<file path="src/rtl/conditioned_shifter_pkg.sv">
// Shared constants for the conditioned shifter: direction encoding, input-channel
// indices and the per-cycle operation chosen from the conditioned pulses.
package conditioned_shifter_pkg;

    localparam logic DIR_LEFT  = 1'b0;
    localparam logic DIR_RIGHT = 1'b1;

    localparam int CH_LOAD   = 0;
    localparam int CH_SERIAL = 1;
    localparam int CH_SHIFT  = 2;
    localparam int CH_DIR    = 3;
    localparam int NUM_CH    = 4;

    typedef enum logic [1:0] {
        OP_NONE  = 2'd0,
        OP_LOAD  = 2'd1,
        OP_SHIFT = 2'd2
    } shift_op_e;

    // A load pulse always wins over a shift pulse arriving in the same cycle.
    function automatic shift_op_e resolve_op(input logic load_pulse, input logic shift_pulse);
        if (load_pulse) begin
            return OP_LOAD;
        end else if (shift_pulse) begin
            return OP_SHIFT;
        end
        return OP_NONE;
    endfunction

endpackage

</file>
<file path="src/rtl/debounce_channel.sv">
// One raw board input: 2-flop synchroniser, stability counter and registered
// one-cycle edge pulses that coincide with the conditioned value changing.
module debounce_channel
    import conditioned_shifter_pkg::*;
#(
    parameter int DEBOUNCE_CYCLES = 3
) (
    input  logic clk,
    input  logic rst_n,
    input  logic raw,
    output logic conditioned,
    output logic posedge_pulse,
    output logic negedge_pulse
);

    localparam int CNT_W = $clog2(DEBOUNCE_CYCLES + 1);

    logic             sync1_q, sync1_d;
    logic             sync2_q, sync2_d;
    logic             cond_q,  cond_d;
    logic             rise_q,  rise_d;
    logic             fall_q,  fall_d;
    logic [CNT_W-1:0] cnt_q,   cnt_d;

    // The counter must already hold DEBOUNCE_CYCLES before the toggle, so a raw
    // change stable from edge N shows up on edge N+2+DEBOUNCE_CYCLES.
    always_comb begin
        sync1_d = raw;
        sync2_d = sync1_q;
        cnt_d   = '0;
        cond_d  = cond_q;
        rise_d  = 1'b0;
        fall_d  = 1'b0;
        if (sync2_q != cond_q) begin
            if (cnt_q == CNT_W'(DEBOUNCE_CYCLES)) begin
                cond_d = ~cond_q;
                rise_d = ~cond_q;
                fall_d = cond_q;
            end else begin
                cnt_d = cnt_q + CNT_W'(1);
            end
        end
    end

    always_ff @(posedge clk or negedge rst_n) begin
        if (!rst_n) begin
            sync1_q <= 1'b0;
            sync2_q <= 1'b0;
            cnt_q   <= '0;
            cond_q  <= 1'b0;
            rise_q  <= 1'b0;
            fall_q  <= 1'b0;
        end else begin
            sync1_q <= sync1_d;
            sync2_q <= sync2_d;
            cnt_q   <= cnt_d;
            cond_q  <= cond_d;
            rise_q  <= rise_d;
            fall_q  <= fall_d;
        end
    end

    assign conditioned   = cond_q;
    assign posedge_pulse = rise_q;
    assign negedge_pulse = fall_q;

endmodule

</file>
<file path="src/rtl/conditioned_shifter.sv">
// Button/switch conditioned bidirectional shift register with load, shift counter
// and frame pulse. Define CONDITIONED_SHIFTER_PARITY_EN to register parity_out.
module conditioned_shifter
    import conditioned_shifter_pkg::*;
#(
    parameter int WIDTH           = 8,
    parameter int DEBOUNCE_CYCLES = 3
) (
    input  logic                         clk,
    input  logic                         rst_n,
    input  logic                         btn_load,
    input  logic                         sw_serial_in,
    input  logic                         sw_shift,
    input  logic                         sw_dir,
    input  logic [WIDTH-1:0]             parallel_in,
    output logic [WIDTH-1:0]             parallel_out,
    output logic                         serial_out,
    output logic [$clog2(WIDTH+1)-1:0]   shift_count,
    output logic                         frame_done,
    output logic                         parity_out
);

    localparam int CNT_W = $clog2(WIDTH + 1);

    logic [NUM_CH-1:0] raw_vec;
    logic [NUM_CH-1:0] cond_vec;
    logic [NUM_CH-1:0] rise_vec;
    logic [NUM_CH-1:0] fall_vec;

    logic [WIDTH-1:0] data_q, data_d;
    logic [CNT_W-1:0] count_q, count_d;
    logic             frame_q, frame_d;
    shift_op_e        op;

    assign raw_vec[CH_LOAD]   = btn_load;
    assign raw_vec[CH_SERIAL] = sw_serial_in;
    assign raw_vec[CH_SHIFT]  = sw_shift;
    assign raw_vec[CH_DIR]    = sw_dir;

    for (genvar i = 0; i < NUM_CH; i++) begin : g_ch
        debounce_channel #(
            .DEBOUNCE_CYCLES(DEBOUNCE_CYCLES)
        ) u_debounce (
            .clk           (clk),
            .rst_n         (rst_n),
            .raw           (raw_vec[i]),
            .conditioned   (cond_vec[i]),
            .posedge_pulse (rise_vec[i]),
            .negedge_pulse (fall_vec[i])
        );
    end

    // Loads fire on button release; shifts on the rising edge of the shift switch.
    assign op = resolve_op(fall_vec[CH_LOAD], rise_vec[CH_SHIFT]);

    always_comb begin
        data_d  = data_q;
        count_d = count_q;
        frame_d = 1'b0;
        unique case (op)
            OP_LOAD: begin
                data_d  = parallel_in;
                count_d = '0;
            end
            OP_SHIFT: begin
                if (cond_vec[CH_DIR] == DIR_RIGHT) begin
                    data_d = {cond_vec[CH_SERIAL], data_q[WIDTH-1:1]};
                end else begin
                    data_d = {data_q[WIDTH-2:0], cond_vec[CH_SERIAL]};
                end
                if (count_q == CNT_W'(WIDTH - 1)) begin
                    count_d = '0;
                    frame_d = 1'b1;
                end else begin
                    count_d = count_q + CNT_W'(1);
                end
            end
            default: begin
            end
        endcase
    end

    always_ff @(posedge clk or negedge rst_n) begin
        if (!rst_n) begin
            data_q  <= '0;
            count_q <= '0;
            frame_q <= 1'b0;
        end else begin
            data_q  <= data_d;
            count_q <= count_d;
            frame_q <= frame_d;
        end
    end

`ifdef CONDITIONED_SHIFTER_PARITY_EN
    logic parity_q, parity_d;

    always_comb begin
        parity_d = parity_q;
        if (op != OP_NONE) begin
            parity_d = ^data_d;
        end
    end

    always_ff @(posedge clk or negedge rst_n) begin
        if (!rst_n) begin
            parity_q <= 1'b0;
        end else begin
            parity_q <= parity_d;
        end
    end

    assign parity_out = parity_q;
`else
    assign parity_out = 1'b0;
`endif

    logic unused_pulses;
    assign unused_pulses = ^{rise_vec[CH_LOAD], fall_vec[CH_SHIFT],
                             rise_vec[CH_SERIAL], fall_vec[CH_SERIAL],
                             rise_vec[CH_DIR], fall_vec[CH_DIR],
                             cond_vec[CH_LOAD], cond_vec[CH_SHIFT]};

    assign parallel_out = data_q;
    assign shift_count  = count_q;
    assign frame_done   = frame_q;
    assign serial_out   = (cond_vec[CH_DIR] == DIR_LEFT) ? data_q[WIDTH-1] : data_q[0];

endmodule
</file>
<file path="config.mk">
export PLATFORM = sky130hd
export DESIGN_NAME = conditioned_shifter
export DESIGN_NICKNAME = d
export VERILOG_FILES = /design/src/rtl/conditioned_shifter_pkg.sv /design/src/rtl/debounce_channel.sv /design/src/rtl/conditioned_shifter.sv
export SDC_FILE = /design/constraint.sdc
export NUM_CORES = 1
export LEC_CHECK = 0
export ABC_AREA = 1
export BUFFER_PORTS_ARGS = -buffer_cell sky130_fd_sc_hd__buf_2
export CAP_MARGIN = 20
export CORE_ASPECT_RATIO = 0.8
export CORE_MARGIN = 4
export CORE_UTILIZATION = 53
export DETAILED_ROUTE_END_ITERATION = 8
export PLACE_DENSITY = 0.77
export SKIP_LAST_GASP = 1
export SYNTH_ARGS = -nofsm -noshare
export SYNTH_HDL_FRONTEND = slang
export SYNTH_SLANG_ARGS = --single-unit
</file>
<file path="constraint.sdc">
create_clock -name clk -period 1.2 [get_ports clk]
set_clock_uncertainty 0.05 [all_clocks]
set_input_delay 0.18 -clock clk [delete_from_list [all_inputs] [get_ports clk]]
set_output_delay 0.18 -clock clk [all_outputs]
set_load 0.01 [all_outputs]
</file>
==> results of run 1 <==
## flip-flops by register name (all words and copies together), names as in the netlist
name                           count
g_ch.u_debounce.cnt_q              8
g_ch.u_debounce.posedge_pulse      1
frame_done                         1
g_ch.u_debounce.sync1_q            4
parallel_out                       8
g_ch.u_debounce.conditioned        4
shift_count                        4
g_ch.u_debounce.negedge_pulse      1
g_ch.u_debounce.sync2_q            4
## final timing paths
| path | to | depth (start not counted) | slack (ns) |
|---|---|---|---|
| max in group asynchronous | g_ch[3].u_debounce.conditioned$_DFFE_PN0P_ | 3 | 0.45 |
| max reg2reg | parallel_out[7]$_DFFE_PN0P_ | 4 | 0.01 |
| min in group asynchronous | g_ch[1].u_debounce.cnt_q[1]$_DFF_PN0_ | 2 | 0.21 |
| min reg2reg | g_ch[3].u_debounce.sync2_q$_DFF_PN0_ | 0 | 0.31 |
| min | parallel_out[3]$_DFFE_PN0P_ | 3 | 0.003 |
| max | serial_out | 2 | -0.08 |
## layer usage
metal	vias to the layer above	wire length [um]	GRT usage
met4	0	64	0.139
met3	7	249	0.0575
met5	-	0	0
met2	57	1570	0.339
met1	575	1270	0.219
li1	566	-	-
## power groups by stage
stage	clock network (mW)	logic, mW	registers, mW
after global routing	0.694	1.80	1.89
after CTS	0.627	1.49	1.85
after detailed placement	0	1.27	1.90
final	0.611	1.62	1.85
after floorplan	0	0.746	1.89
after global placement	0	1.20	1.86
## placed cells by master (no fill, tap or decap), drive strengths merged, types with 5 or more instances in the layout
cell	instances
nor2	19
nand2	24
dfrtp	35
o21ai	12
nor3	6
ha	5
dlygate4sd3	6
clkbuf	5
buf	44
inv	12
## cell type report
cell class                 count  area share
timing repair buffer          50       0.191
clock buffer                   5      0.0199
multi-input combinational     89       0.265
sequential                    35       0.467
clock inverter                 3     0.00794
inverter                      12      0.0251
tap                           36      0.0238
## synthesized netlist by cell type
master | instances | area (um^2)
a21oi_1 | 4 | 20.0
a22o_1 | 1 | 8.76
a22oi_1 | 4 | 30.0
buf_4 | 2 | 15.0
buf_6 | 1 | 11.3
conb_1 | 1 | 3.75
dfrtp_1 | 35 | 876
ha_1 | 5 | 62.6
inv_1 | 9 | 33.8
inv_2 | 3 | 11.3
nand2_1 | 23 | 86.3
nand2_2 | 1 | 6.26
nand3_1 | 4 | 20.0
nand4_1 | 1 | 6.26
nor2_1 | 17 | 63.8
nor2_2 | 1 | 6.26
nor2_8 | 1 | 20.0
nor3_1 | 5 | 25.0
nor3_2 | 1 | 10.0
o211ai_1 | 2 | 15.0
o21ai_0 | 4 | 20.0
o21ai_1 | 8 | 40.0
o22ai_1 | 2 | 12.5
xnor2_1 | 4 | 35.0
## what timing repair did
| item | CTS | global route |
|---|---|---|
| endpoints found under the setup margin | 3 | 17 |
| setup buffers | 5 | 7 |
| hold endpoints to repair | 40 | 0 |
| gates resized for setup | 6 | 9 |
| cloned | 0 | 0 |
| pin swaps | 2 | 2 |
| hold buffers | 6 | 0 |
## cell families after synthesis
logic type      count (synthesis)  synth area share
other cells                     1           0.00261
flops                          35             0.609
simple gates                   54             0.170
compound gates                 25             0.102
fa+ha+maj                       5            0.0435
xor+xnor                        4            0.0243
buf+inv                        15            0.0496
## worst reg2reg max path, cell delays in order, from the launching register on
cell      delay [ns]
dfrtp_2         0.44
buf_4           0.18
buf_4           0.15
o211ai_1        0.16
nand3_1         0.10
## through the flow
stage                     utilization  TNS [ns]
after floorplan                     -         0
after CTS                       0.719    -0.141
after global placement          0.651         0
final                           0.750    -0.145
after global routing            0.750    -0.393
after detailed placement        0.651         0
==> results.ini, run 1 <==
[finish]
layout-drive-gt1-share = 0.340
finalInstanceArea_um2 = 1890
multi_input_area_um2 = 502
fill_cells = 187
final_cells = 230
regArea_um2 = 882
diodes = 0
num-nets-final = 212
synthToLayoutAreaGrowth_pct = 31.4

[routing]
via_per_inst = 5.24
drc = 0
dr_total_vias = 1205
wl_per_cell_um = 13.7
ant_nets = 0
drtPass1Iterations = 4
drt_iter0_markers = 77
drt-total-wl_um = 3150

[clock_network]
htree_levels = 2
clock-root-buffer = clkbuf_4
cts_tree = done
path_clk_slew_ns = 0.10
clk_latency_ns = 0.35
clkSinkCount = 35
clock_path_buffers = 2
cts-buffers-inserted = 5

[synth]
syn-instance-count = 139
syn_avg_cell_area_um2 = 10.4
syn_nets = 158
seq_area_frac_synth = 0.609
ys_seq_elements = 35
syn-cell-area_um2 = 1440
ys_warn_count = 0
synth_cell_types = 24

[power_and_ir_drop]
comb_power_share = 0.397
pwr-share-clk = 0.150
p_sw_mw = 1.52
swShare = 0.373
power.internal_mw = 2.56
p_seq_frac = 0.454
vdd_drop_max_uv = 1080
power_density_nw_per_um2 = 2160
leakage_nw = 0.951
total_power_mw = 4.08

[critical_path]
slowest_stage = dfrtp_2
r2r_start = g_ch[3].u_debounce.conditioned$_DFFE_PN0P_
crit_buf_inv = 1
crit_path_start = g_ch[3].u_debounce.conditioned$_DFFE_PN0P_
required_ns = 0.97
startpoint_type = flop
cp_max_fo = 3
crit_type = reg -> out
crit_family = flip-flops
cp.arrival_ns = 1.05
worstPathCellList = o21ai_1 -> buf_2
slowest_delay_ns = 0.44
crit_path_end_kind = output port

[placement]
dpl.hpwl_um = 2160
io_buffers = 27
dp.cells = 204
post-place-ws_ns = 0.0301
dpl_cell_area_um2 = 1640
place_congestion = 0.762

[floorplan]
row_count = 16
num_io_pins = 29
die_w_um = 66.3
die_y_um = 54.6
core-area_um2 = 2520
initial_core_util = 0.570
dieArea_um2 = 3620

[global_routing]
grt_overflow_total = 0
grt_max_degree = 22
grt_pass1_vias = 1148
antenna_found_initial = 0
grt_pass1_wl_um = 5060
grt_usage = 0.199

[timing]
finalWorstSetupSlack_ns = -0.0795
whs_ns = 0.00320
finalHoldViolCount = 0
fmax_mhz = 782
slew_viol_final = 0
rsz0062_at_grt = true
fin_crit_sh = 1.07
setup_viol = 3
period_minus_slack_ns = 1.28

[status]
violations = setup timing
status = finished with violations

[worst_hold_path]
hold_start = parallel_in[3]
hold_path.class = in -> reg

[flow_run]
drv_cap = 0

(Power assumes the default switching activity.)
==> run 2, diff against run 1 <==
--- a/config.mk
+++ b/config.mk
@@ -12,7 +12,7 @@
 export CORE_MARGIN = 4
 export CORE_UTILIZATION = 53
 export DETAILED_ROUTE_END_ITERATION = 8
-export PLACE_DENSITY = 0.77
+export PLACE_DENSITY = 0.82
 export SKIP_LAST_GASP = 1
 export SYNTH_ARGS = -nofsm -noshare
 export SYNTH_HDL_FRONTEND = slang
==> run 2 against run 1 <==
Effect of this change:
- the flow still finishes with violations (setup timing)
- wire length is 1.6% higher
- utilization is 1.1 points higher
- die area stayed put
- sequential share of layout area is 0.76 points lower
- design area is 1.5% higher
- non-clock buffer count is 4 lower
- worst setup slack worse by 0.033 ns
- register-to-register slack hardly changed
- maximum frequency is 2.5% lower
- count of clock-buffer cells in the layout is 1 higher
- worst hold slack better by 0.012 ns
- combinational power hardly changed
- critical endpoint unchanged
- highest routed layer unchanged
==> results.ini, run 2 (same netlist as run 1, synthesis figures left out) <==
[status]
status = finished with violations
violations = setup timing

[global_routing]
antenna_found_initial = 0
grt_pass1_vias = 1114
grt_pass1_wl_um = 5010
grt_overflow_total = 0
grt_max_degree = 21
grt_usage = 0.197

[finish]
layout_common_cells = 31 x dfrtp_1, 25 x buf_2, 22 x nand2_1, 15 x nor2_1
utilization = 0.761
layout_commonest_cell = dfrtp_1
regArea_um2 = 881
fill_cells = 162
synthToLayoutAreaGrowth_pct = 33.4
layout-drive-gt1-share = 0.347
multi_input_area_um2 = 529
finalInstanceArea_um2 = 1920
num-nets-final = 208
diodes = 0

[timing]
finalWorstSetupSlack_ns = -0.113
slew_viol_final = 0
fin_crit_sh = 1.09
period_minus_slack_ns = 1.31
setup_viol = 4
fmax_mhz = 762
rsz0062_at_grt = true
finalHoldViolCount = 0

[floorplan]
die_y_um = 54.6
dieArea_um2 = 3620
num_io_pins = 29
core-area_um2 = 2520
row_count = 16
initial_core_util = 0.570
die_w_um = 66.3

[critical_path]
worstPathCellList = o21ai_1 -> buf_2
timing.rr.end = shift_count[3]$_DFFE_PN0P_
rrSetupSlack_ns = 0
r2r_start = shift_count[0]$_DFFE_PN0P_
crit_type = reg -> out
r2r_cells = 7
cp_max_fo = 4
cp.arrival_ns = 1.08
crit_buf_inv = 1
slowest_delay_ns = 0.45
crit_family = flip-flops
slowest_stage = dfrtp_2
crit_path_end_kind = output port
required_ns = 0.97
startpoint_type = flop

[worst_hold_path]
hold_path.class = in -> reg
hold_end = parallel_out[3]$_DFFE_PN0P_
hold-path-cell-count = 3
hold_start = parallel_in[3]

[clock_network]
clk_latency_ns = 0.34
clkSinkCount = 35
cts_tree = done
htree_levels = 2
clock_path_buffers = 2
clock-root-buffer = clkbuf_4
cts-buffers-inserted = 5
path_clk_slew_ns = 0.10

[placement]
dpl.hpwl_um = 2050
io_buffers = 27
post-place-ws_ns = 0.0380
place_congestion = 0.864
dpl_cell_area_um2 = 1640

[power_and_ir_drop]
p_sw_mw = 1.54
vdd_drop_max_uv = 985
swShare = 0.355
leakage_nw = 0.965
pwr-share-clk = 0.201
p_seq_frac = 0.427
power.internal_mw = 2.81
comb_power_share = 0.372
power_density_nw_per_um2 = 2260

[routing]
drc = 0
dr_total_vias = 1147
drtPass1Iterations = 5
wl_per_cell_um = 14.2
ant_nets = 0
drt-total-wl_um = 3200
drt_iter0_markers = 91
via_per_inst = 5.08

[flow_run]
drv_cap = 0

[run 2: area by class of cell]
type	count	share of cell area
Clock buffer	6	0.0267
Clock inverter	2	0.0183
Inverter	12	0.0248
Multi-Input combinational cell	89	0.276
Sequential cell	35	0.459
Tap cell	36	0.0235
Timing Repair Buffer	46	0.172
[run 2: repair_timing]
action,4_1_cts,5_1_grt
hold buffers,5,0
pin swaps,1,3
gates resized for setup,6,16
setup endpoints to repair,4,16
gates cloned,0,0
buffers inserted,6,5
endpoints found under the hold margin,19,0
[run 2: through the flow]
stage	setup TNS [ns]	power, mW	hold slack [ns]	instances
floorplan	0	2.64	-0.166	139
finish	-0.225	4.35	0.0148	226
CTS	-0.289	4.20	0.0113	222
detailed placement	0	3.13	0.0701	203
global route	-0.509	4.65	0.0180	226
global placement	0	3.03	0.0670	203
[run 2: metal layers]
| metal | up-vias | share of wire | wire length, um | GRT usage |
|---|---|---|---|---|
| met2 | 32 | 0.51 | 1620 | 0.334 |
| met1 | 546 | 0.42 | 1360 | 0.234 |
| li1 | 559 | - | - | - |
| met3 | 10 | 0.048 | 155 | 0.0575 |
| met4 | 0 | 0.021 | 68 | 0.0912 |
| met5 | - | 0 | 0 | 0 |
[run 2: how the worst max path moves through the flow]
stage	from	to	slack [ns]	cells after the start
finish	g_ch[3].u_debounce.conditioned$_DFFE_PN0P_	serial_out	-0.11	2
floorplan	shift_count[0]$_DFFE_PN0P_	shift_count[3]$_DFFE_PN0P_	0.08	6
CTS	g_ch[3].u_debounce.conditioned$_DFFE_PN0P_	serial_out	-0.08	2
global route	g_ch[3].u_debounce.conditioned$_DFFE_PN0P_	serial_out	-0.16	2
global placement	g_ch[0].u_debounce.negedge_pulse$_DFF_PN0_	parallel_out[1]$_DFFE_PN0P_	0.09	3
detailed placement	g_ch[3].u_debounce.conditioned$_DFFE_PN0P_	parallel_out[4]$_DFFE_PN0P_	0.04	5
[run 2: worst reg2reg max path: stages (launching register included)]
cell     delay, ns
dfrtp_1       0.41
buf_4         0.15
ha_4          0.17
nand2_4       0.07
nor2_2        0.04
nor2_2        0.11
nand3_1       0.08
nand2_1       0.08
[run 2: power by group through the flow]
stage               Combinational (mW)  Clock [mW]  Sequential, mW
detailed placement                1.24           0            1.90
global route                      1.81       0.941            1.90
floorplan                        0.746           0            1.89
finish                            1.61       0.874            1.86
CTS                               1.47       0.893            1.84
global placement                  1.17           0            1.87
